==> config.mk <==
export PLATFORM = sky130hd
export DESIGN_NAME = dot_product_seq
export DESIGN_NICKNAME = d
export VERILOG_FILES = /design/src/rtl/dot_product_seq.sv
export SDC_FILE = /design/constraint.sdc
export NUM_CORES = 1
export LEC_CHECK = 0
export CAP_MARGIN = 20
export CORE_MARGIN = 5
export CORE_UTILIZATION = 59
export DETAILED_ROUTE_END_ITERATION = 12
export PLACE_DENSITY_LB_ADDON = 0.1
export SLEW_MARGIN = 20
export SYNTH_ARGS = -nofsm -noshare
export SYNTH_HDL_FRONTEND = slang
export SYNTH_SLANG_ARGS = --single-unit
==> constraint.sdc <==
create_clock -name clk -period 12.15 [get_ports clk]
set_input_delay 2.43 -clock clk [delete_from_list [all_inputs] [get_ports clk]]
set_output_delay 2.43 -clock clk [all_outputs]
set_load 0.01 [all_outputs]
==> src/rtl/dot_product_seq.sv <==
// ---------------------------------------------------------------------------
// dot_product_seq
//
// Sequential dot-product engine. A pair of packed integer vectors is accepted
// over a valid/ready handshake, reduced LANES multiply-accumulates per cycle,
// and the sum of products is returned over a second valid/ready handshake.
//
// Handshake semantics (both sides): a transfer happens on a rising clk edge
// where valid && ready are both high. The producer holds its data stable until
// that edge. valid never depends combinationally on ready.
//
// Parameters
//   ELEM_W   element width in bits
//   N_ELEMS  elements per vector (>= 1)
//   LANES    multiply-accumulates per cycle (1..N_ELEMS)
//   RES_W    result width, derived from the above; not meant to be overridden
//
// Ports
//   clk          clock, all state changes on its rising edge
//   rst          asynchronous active-high reset
//   in_valid     a vector pair is present on vec_a / vec_b
//   in_ready     block can accept a pair (IDLE and not in reset)
//   vec_a        packed vector A, element i at [ELEM_W*i +: ELEM_W]
//   vec_b        packed vector B, same packing
//   out_valid    result holds a completed dot product (registered)
//   out_ready    consumer accepts the result
//   result       sum over i of a[i]*b[i] (registered)
//   dbg_state_o  current FSM state, for checkers and debug
//
// Build option
//   DOT_PRODUCT_SIGNED_EN  when defined, elements are two's-complement and
//                          result is a signed RES_W value; otherwise all
//                          values are unsigned. RES_W is the same either way.
// ---------------------------------------------------------------------------
module dot_product_seq #(
  parameter int ELEM_W  = 4,
  parameter int N_ELEMS = 10,
  parameter int LANES   = 2,
  parameter int RES_W   = 2 * ELEM_W + $clog2(N_ELEMS)
) (
  input  logic                        clk,
  input  logic                        rst,
  input  logic                        in_valid,
  output logic                        in_ready,
  input  logic [N_ELEMS*ELEM_W-1:0]   vec_a,
  input  logic [N_ELEMS*ELEM_W-1:0]   vec_b,
  output logic                        out_valid,
  input  logic                        out_ready,
  output logic [RES_W-1:0]            result,
  output logic [1:0]                  dbg_state_o
);

  localparam int VEC_W   = N_ELEMS * ELEM_W;
  localparam int PROD_W  = 2 * ELEM_W;
  localparam int CHUNK_W = LANES * ELEM_W;
  // idx_q + lane offset can reach N_ELEMS + LANES - 1 in the last chunk.
  localparam int IDX_W   = $clog2(N_ELEMS + LANES + 1);

  localparam logic [IDX_W-1:0] N_IDX     = IDX_W'(N_ELEMS);
  localparam logic [IDX_W-1:0] LANES_IDX = IDX_W'(LANES);

  typedef enum logic [1:0] {
    S_IDLE  = 2'd0,
    S_ACCUM = 2'd1,
    S_DONE  = 2'd2
  } state_e;

  state_e             state_q;
  logic [VEC_W-1:0]   a_q;
  logic [VEC_W-1:0]   b_q;
  logic [RES_W-1:0]   acc_q;
  logic [IDX_W-1:0]   idx_q;
  logic               out_valid_q;
  logic [RES_W-1:0]   result_q;

  logic [RES_W-1:0]   chunk_sum;
  logic [RES_W-1:0]   acc_d;
  logic               last_chunk;

  // One lane: product of two elements, extended to the accumulator width.
  function automatic logic [RES_W-1:0] lane_term(input logic [ELEM_W-1:0] a,
                                                 input logic [ELEM_W-1:0] b);
`ifdef DOT_PRODUCT_SIGNED_EN
    logic signed [PROD_W-1:0] p;
    p = $signed({{ELEM_W{a[ELEM_W-1]}}, a}) * $signed({{ELEM_W{b[ELEM_W-1]}}, b});
    // Size cast of a signed value sign-extends into the accumulator width.
    return RES_W'(p);
`else
    logic [PROD_W-1:0] p;
    p = {{ELEM_W{1'b0}}, a} * {{ELEM_W{1'b0}}, b};
    return RES_W'(p);
`endif
  endfunction

  // The operand registers shift down by one chunk per ACCUM cycle, so lane l
  // always reads the low elements. Shifted-in zeros already make lanes past
  // the end of the vector contribute nothing; the index guard states that
  // intent explicitly and keeps it true independent of the shift fill.
  always_comb begin
    chunk_sum = '0;
    for (int l = 0; l < LANES; l++) begin
      if ((idx_q + IDX_W'(l)) < N_IDX) begin
        chunk_sum = chunk_sum + lane_term(a_q[ELEM_W*l +: ELEM_W],
                                          b_q[ELEM_W*l +: ELEM_W]);
      end
    end
  end

  assign acc_d      = acc_q + chunk_sum;
  assign last_chunk = (idx_q + LANES_IDX) >= N_IDX;

  always_ff @(posedge clk or posedge rst) begin
    if (rst) begin
      state_q     <= S_IDLE;
      a_q         <= '0;
      b_q         <= '0;
      acc_q       <= '0;
      idx_q       <= '0;
      out_valid_q <= 1'b0;
      result_q    <= '0;
    end else begin
      case (state_q)
        S_IDLE: begin
          // in_ready is high whenever we are here out of reset.
          if (in_valid) begin
            a_q     <= vec_a;
            b_q     <= vec_b;
            acc_q   <= '0;
            idx_q   <= '0;
            state_q <= S_ACCUM;
          end
        end
        S_ACCUM: begin
          a_q   <= a_q >> CHUNK_W;
          b_q   <= b_q >> CHUNK_W;
          acc_q <= acc_d;
          idx_q <= idx_q + LANES_IDX;
          if (last_chunk) begin
            result_q    <= acc_d;
            out_valid_q <= 1'b1;
            state_q     <= S_DONE;
          end
        end
        S_DONE: begin
          // result_q holds until the consumer takes it; in_valid is ignored.
          if (out_ready) begin
            out_valid_q <= 1'b0;
            state_q     <= S_IDLE;
          end
        end
        default: begin
          out_valid_q <= 1'b0;
          state_q     <= S_IDLE;
        end
      endcase
    end
  end

  // Reset forces in_ready low even though the state is already IDLE.
  assign in_ready    = (state_q == S_IDLE) && !rst;
  assign out_valid   = out_valid_q;
  assign result      = result_q;
  assign dbg_state_o = state_q;

`ifndef SYNTHESIS
  // out_valid is exactly the DONE state.
  a_valid_is_done: assert property (@(posedge clk) disable iff (rst)
    out_valid_q == (state_q == S_DONE));

  // Back-pressure holds the result and the state.
  a_hold_result: assert property (@(posedge clk) disable iff (rst)
    (state_q == S_DONE && !out_ready) |=> (state_q == S_DONE && $stable(result_q)));

  // The chunk index never runs past the last partial chunk.
  a_idx_bound: assert property (@(posedge clk) disable iff (rst)
    idx_q < (N_IDX + LANES_IDX));
`endif

endmodule

==> results.ini <==
[sta]
fin_setup_tns_ns=0
worst_pin_slew_ns=1.081
finalClockSkew_ns=0.01085
relSlewSlack=0.2780
finalHoldViolCount=0
setup_viol=0
rsz0062_at_grt=no
fmax_mhz=164.9
period_share=0.4991
slew_violations=0
period_needed_ns=6.064

[yosys]
syn_inst=715
avgSynthCellArea_um2=9.329
synth-seq-cells=110
yosys.area_share.simple=0.1986
synth_mux_area_frac=0.01163
yosysSeqAreaShare=0.4127
synth_xor_area_frac=0.01576
synth-async-reset-ratio=1.000
synth-adder-area-share=0.1189
synth_compound_area_frac=0.1951
synth_area_um2=6670
synth_warnings=0
ys_types=46
synth_nets=854
synth_top_family_by_area=simple AND/OR/NAND/NOR gates
synth_edf_count=0
synth_ff_type=dfrtp_1

[layout]
seq_area_um2=2758
layout_common_cells=dfrtp_1 (108), nand2_1 (102), clkdlybuf4s50_1 (99), a21oi_1 (80), o21ai_0 (76)
final_cells=930
multi_input_area_um2=3620
antennaDiodeCount=0
layout_commonest_cell=dfrtp_1
nets=925
syn_to_final_growth_pct=20.30
n_fill_cell=814
drive_gt1_frac=0.04937

[detailed_routing]
drt_iter0_drc=320
drtAntennaViolNets=0
vias_per_cell=5.753
totalWireLength_um=14980
route.detailed.drc=0
avgRoutedWirePerCell_um=16.11
vias=5350
drt-pass1-iter-count=5

[power_and_ir_drop]
p_per_area_nw_per_um2=265.6
p_int_mw=1.209
ir_worst_vdd_uv=248.6
clock_power_share=0.142
netSwitchingFraction=0.4325
power_switching_uw=921.8
power.leakage_nw=3.920
combPwrFrac=0.563
p_seq_frac=0.294

[critical_path]
cp.depth=3
r2r_cells=21
start_kind=input pin
cp_data_required_time_ns=9.72
crit_slowest_cell=clkdlybuf4s50_1
r2r-start=a_q[0]
ff2ff_setup_slack_ns=6.48
critPathKind=in -> out
arrival_ns=3.63
path_buf_inv=2
crit-reg2reg-capture=result[11]
critical_path.max_stage_delay_ns=0.57
path_cells=clkdlybuf4s50_1 > nor3_1 > clkdlybuf4s50_1
critical_path.most_common_cell=clkdlybuf4s50_1
crit_path_end_kind=output pin
crit_family=buffers and inverters
cp_max_fo=2

[global_route]
grt_pass1_wl_um=25730
grt-ovfl-total=0
antenna_found_initial=0
grt_usage=0.2372
grt_pass1_vias=5502
grt_max_degree=104

[clock_tree]
cts_setup_buffers=0
cts_buffer_depth=2
cts_root_buf=clkbuf_16
cts_max_level=3
cts_sinks=110
clock_latency_ns=0.36
cts_tree=yes
cts_resized=0
cts_buffers=9
clkTransAtPathRegs_ns=0.07
cts_hold_buf=0

[die]
die_area_um2=13530
die_y_um=116.3
core_area_um2=10980
die_w_um=116.3
ios=100
rows=38
start_util=0.6073

[placement]
place_hpwl_um=10740
portBuffers=99
dp.cells=915
routabilityCongestion=0.8558

[hold_path]
hold_depth=2
hold_start=b_q[19]
holdCritPathClass=reg -> reg
hold-path-endpoint=b_q[19]

[flow_run]
drv_cap=0

[outcome]
status=complete, no violations

==> worst max path at each step <==
| stage | startpoint | to | slack [ns] |
|---|---|---|---|
| 6_report | rst | in_ready | 6.09 |
| 5_1_grt | rst | in_ready | 6.04 |
| 4_1_cts | rst | in_ready | 6.09 |
| 3_5_place_dp | rst | in_ready | 6.10 |
| 3_3_place_gp | rst | in_ready | 6.10 |
| 2_1_floorplan | rst | a_q[0] | 6.82 |
==> sequential cells by signal (all words and copies together) (netlist names) <==
| signal | count |
|---|---|
| a_q | 40 |
| b_q | 40 |
| acc_q | 12 |
| result | 12 |
| idx_q | 3 |
| dbg_state_o | 2 |
| out_valid | 1 |
==> area by class of cell <==
| class | count | area share |
|---|---|---|
| multi-input combinational | 526 | 0.4511 |
| timing repair buffer | 105 | 0.1291 |
| clock buffer | 9 | 0.02807 |
| tap | 140 | 0.02183 |
| clock inverter | 6 | 0.009980 |
| inverter | 34 | 0.01622 |
| sequential | 110 | 0.3437 |
==> synth_stat cells (4+ instances only) <==
cell type | n | area [um^2]
dfrtp_1 | 110 | 2753
nand2_1 | 102 | 382.9
a21oi_1 | 80 | 400.4
o21ai_0 | 76 | 380.4
and3b_1 | 64 | 560.5
ha_1 | 41 | 513.0
inv_1 | 34 | 127.6
clkbuf_1 | 30 | 112.6
and2_1 | 25 | 156.4
a22o_1 | 23 | 201.4
buf_2 | 15 | 75.07
fa_1 | 14 | 280.3
nor2_1 | 12 | 45.04
nor3_1 | 11 | 55.05
a21o_1 | 10 | 75.07
xnor2_1 | 8 | 70.07
mux2_2 | 6 | 67.56
o31ai_1 | 5 | 37.54
a211oi_1 | 4 | 30.03
nand2b_1 | 4 | 25.02
xor2_1 | 4 | 35.03
==> kinds of logic (layout without fill, tap and decap cells) <==
| family | Yosys count | in the layout |
|---|---|---|
| XOR/XNOR | 12 | 12 |
| adder cells (fa/ha/maj) | 55 | 55 |
| multiplexers | 7 | 7 |
| AO/OA/AOI/OAI | 219 | 219 |
| AND/OR/NAND/NOR | 233 | 233 |
| buffers and inverters | 79 | 154 |
| flip-flops | 110 | 110 |
==> layer usage <==
metal  vias up  part of all wire  GRT usage
li1       2646                 -          -
met1      2578              0.42     0.2865
met2       108              0.52     0.4172
met3        18             0.045    0.06425
met4         0             0.020    0.06651
met5         -                 0          0
==> stage by stage <==
step / setup WS (ns) / cell area (um^2) / hold WS (ns) / total power [mW] / utilization
final: 6.086 / 8024 / 0.4839 / 2.131 / 0.7306
after global routing: 6.035 / 8024 / 0.5093 / 2.331 / 0.7306
after CTS: 6.085 / 8018 / 0.4873 / 2.145 / 0.7300
after detailed placement: 6.103 / 7712 / 0.4716 / 1.834 / 0.7022
after global placement: 6.102 / 7712 / 0.4582 / 1.774 / 0.7022
after floorplan: 6.818 / 6670 / 0.4501 / 1.534 / -
==> power groups by stage <==
stage | Clock, mW | Sequential, mW | Combinational [mW]
CTS | 0.309 | 0.627 | 1.21
global route | 0.324 | 0.650 | 1.36
finish | 0.303 | 0.627 | 1.20
detailed placement | 0 | 0.633 | 1.20
floorplan | 0 | 0.598 | 0.935
global placement | 0 | 0.624 | 1.15
==> worst min-delay path, delay by kind of cell, from the launching register on <==
kind | cells | cell delay (ns)
simple gates | 1 | 0.05
flops | 1 | 0.35
compound gates | 1 | 0.06
Power figures use the tool's default switching activity.
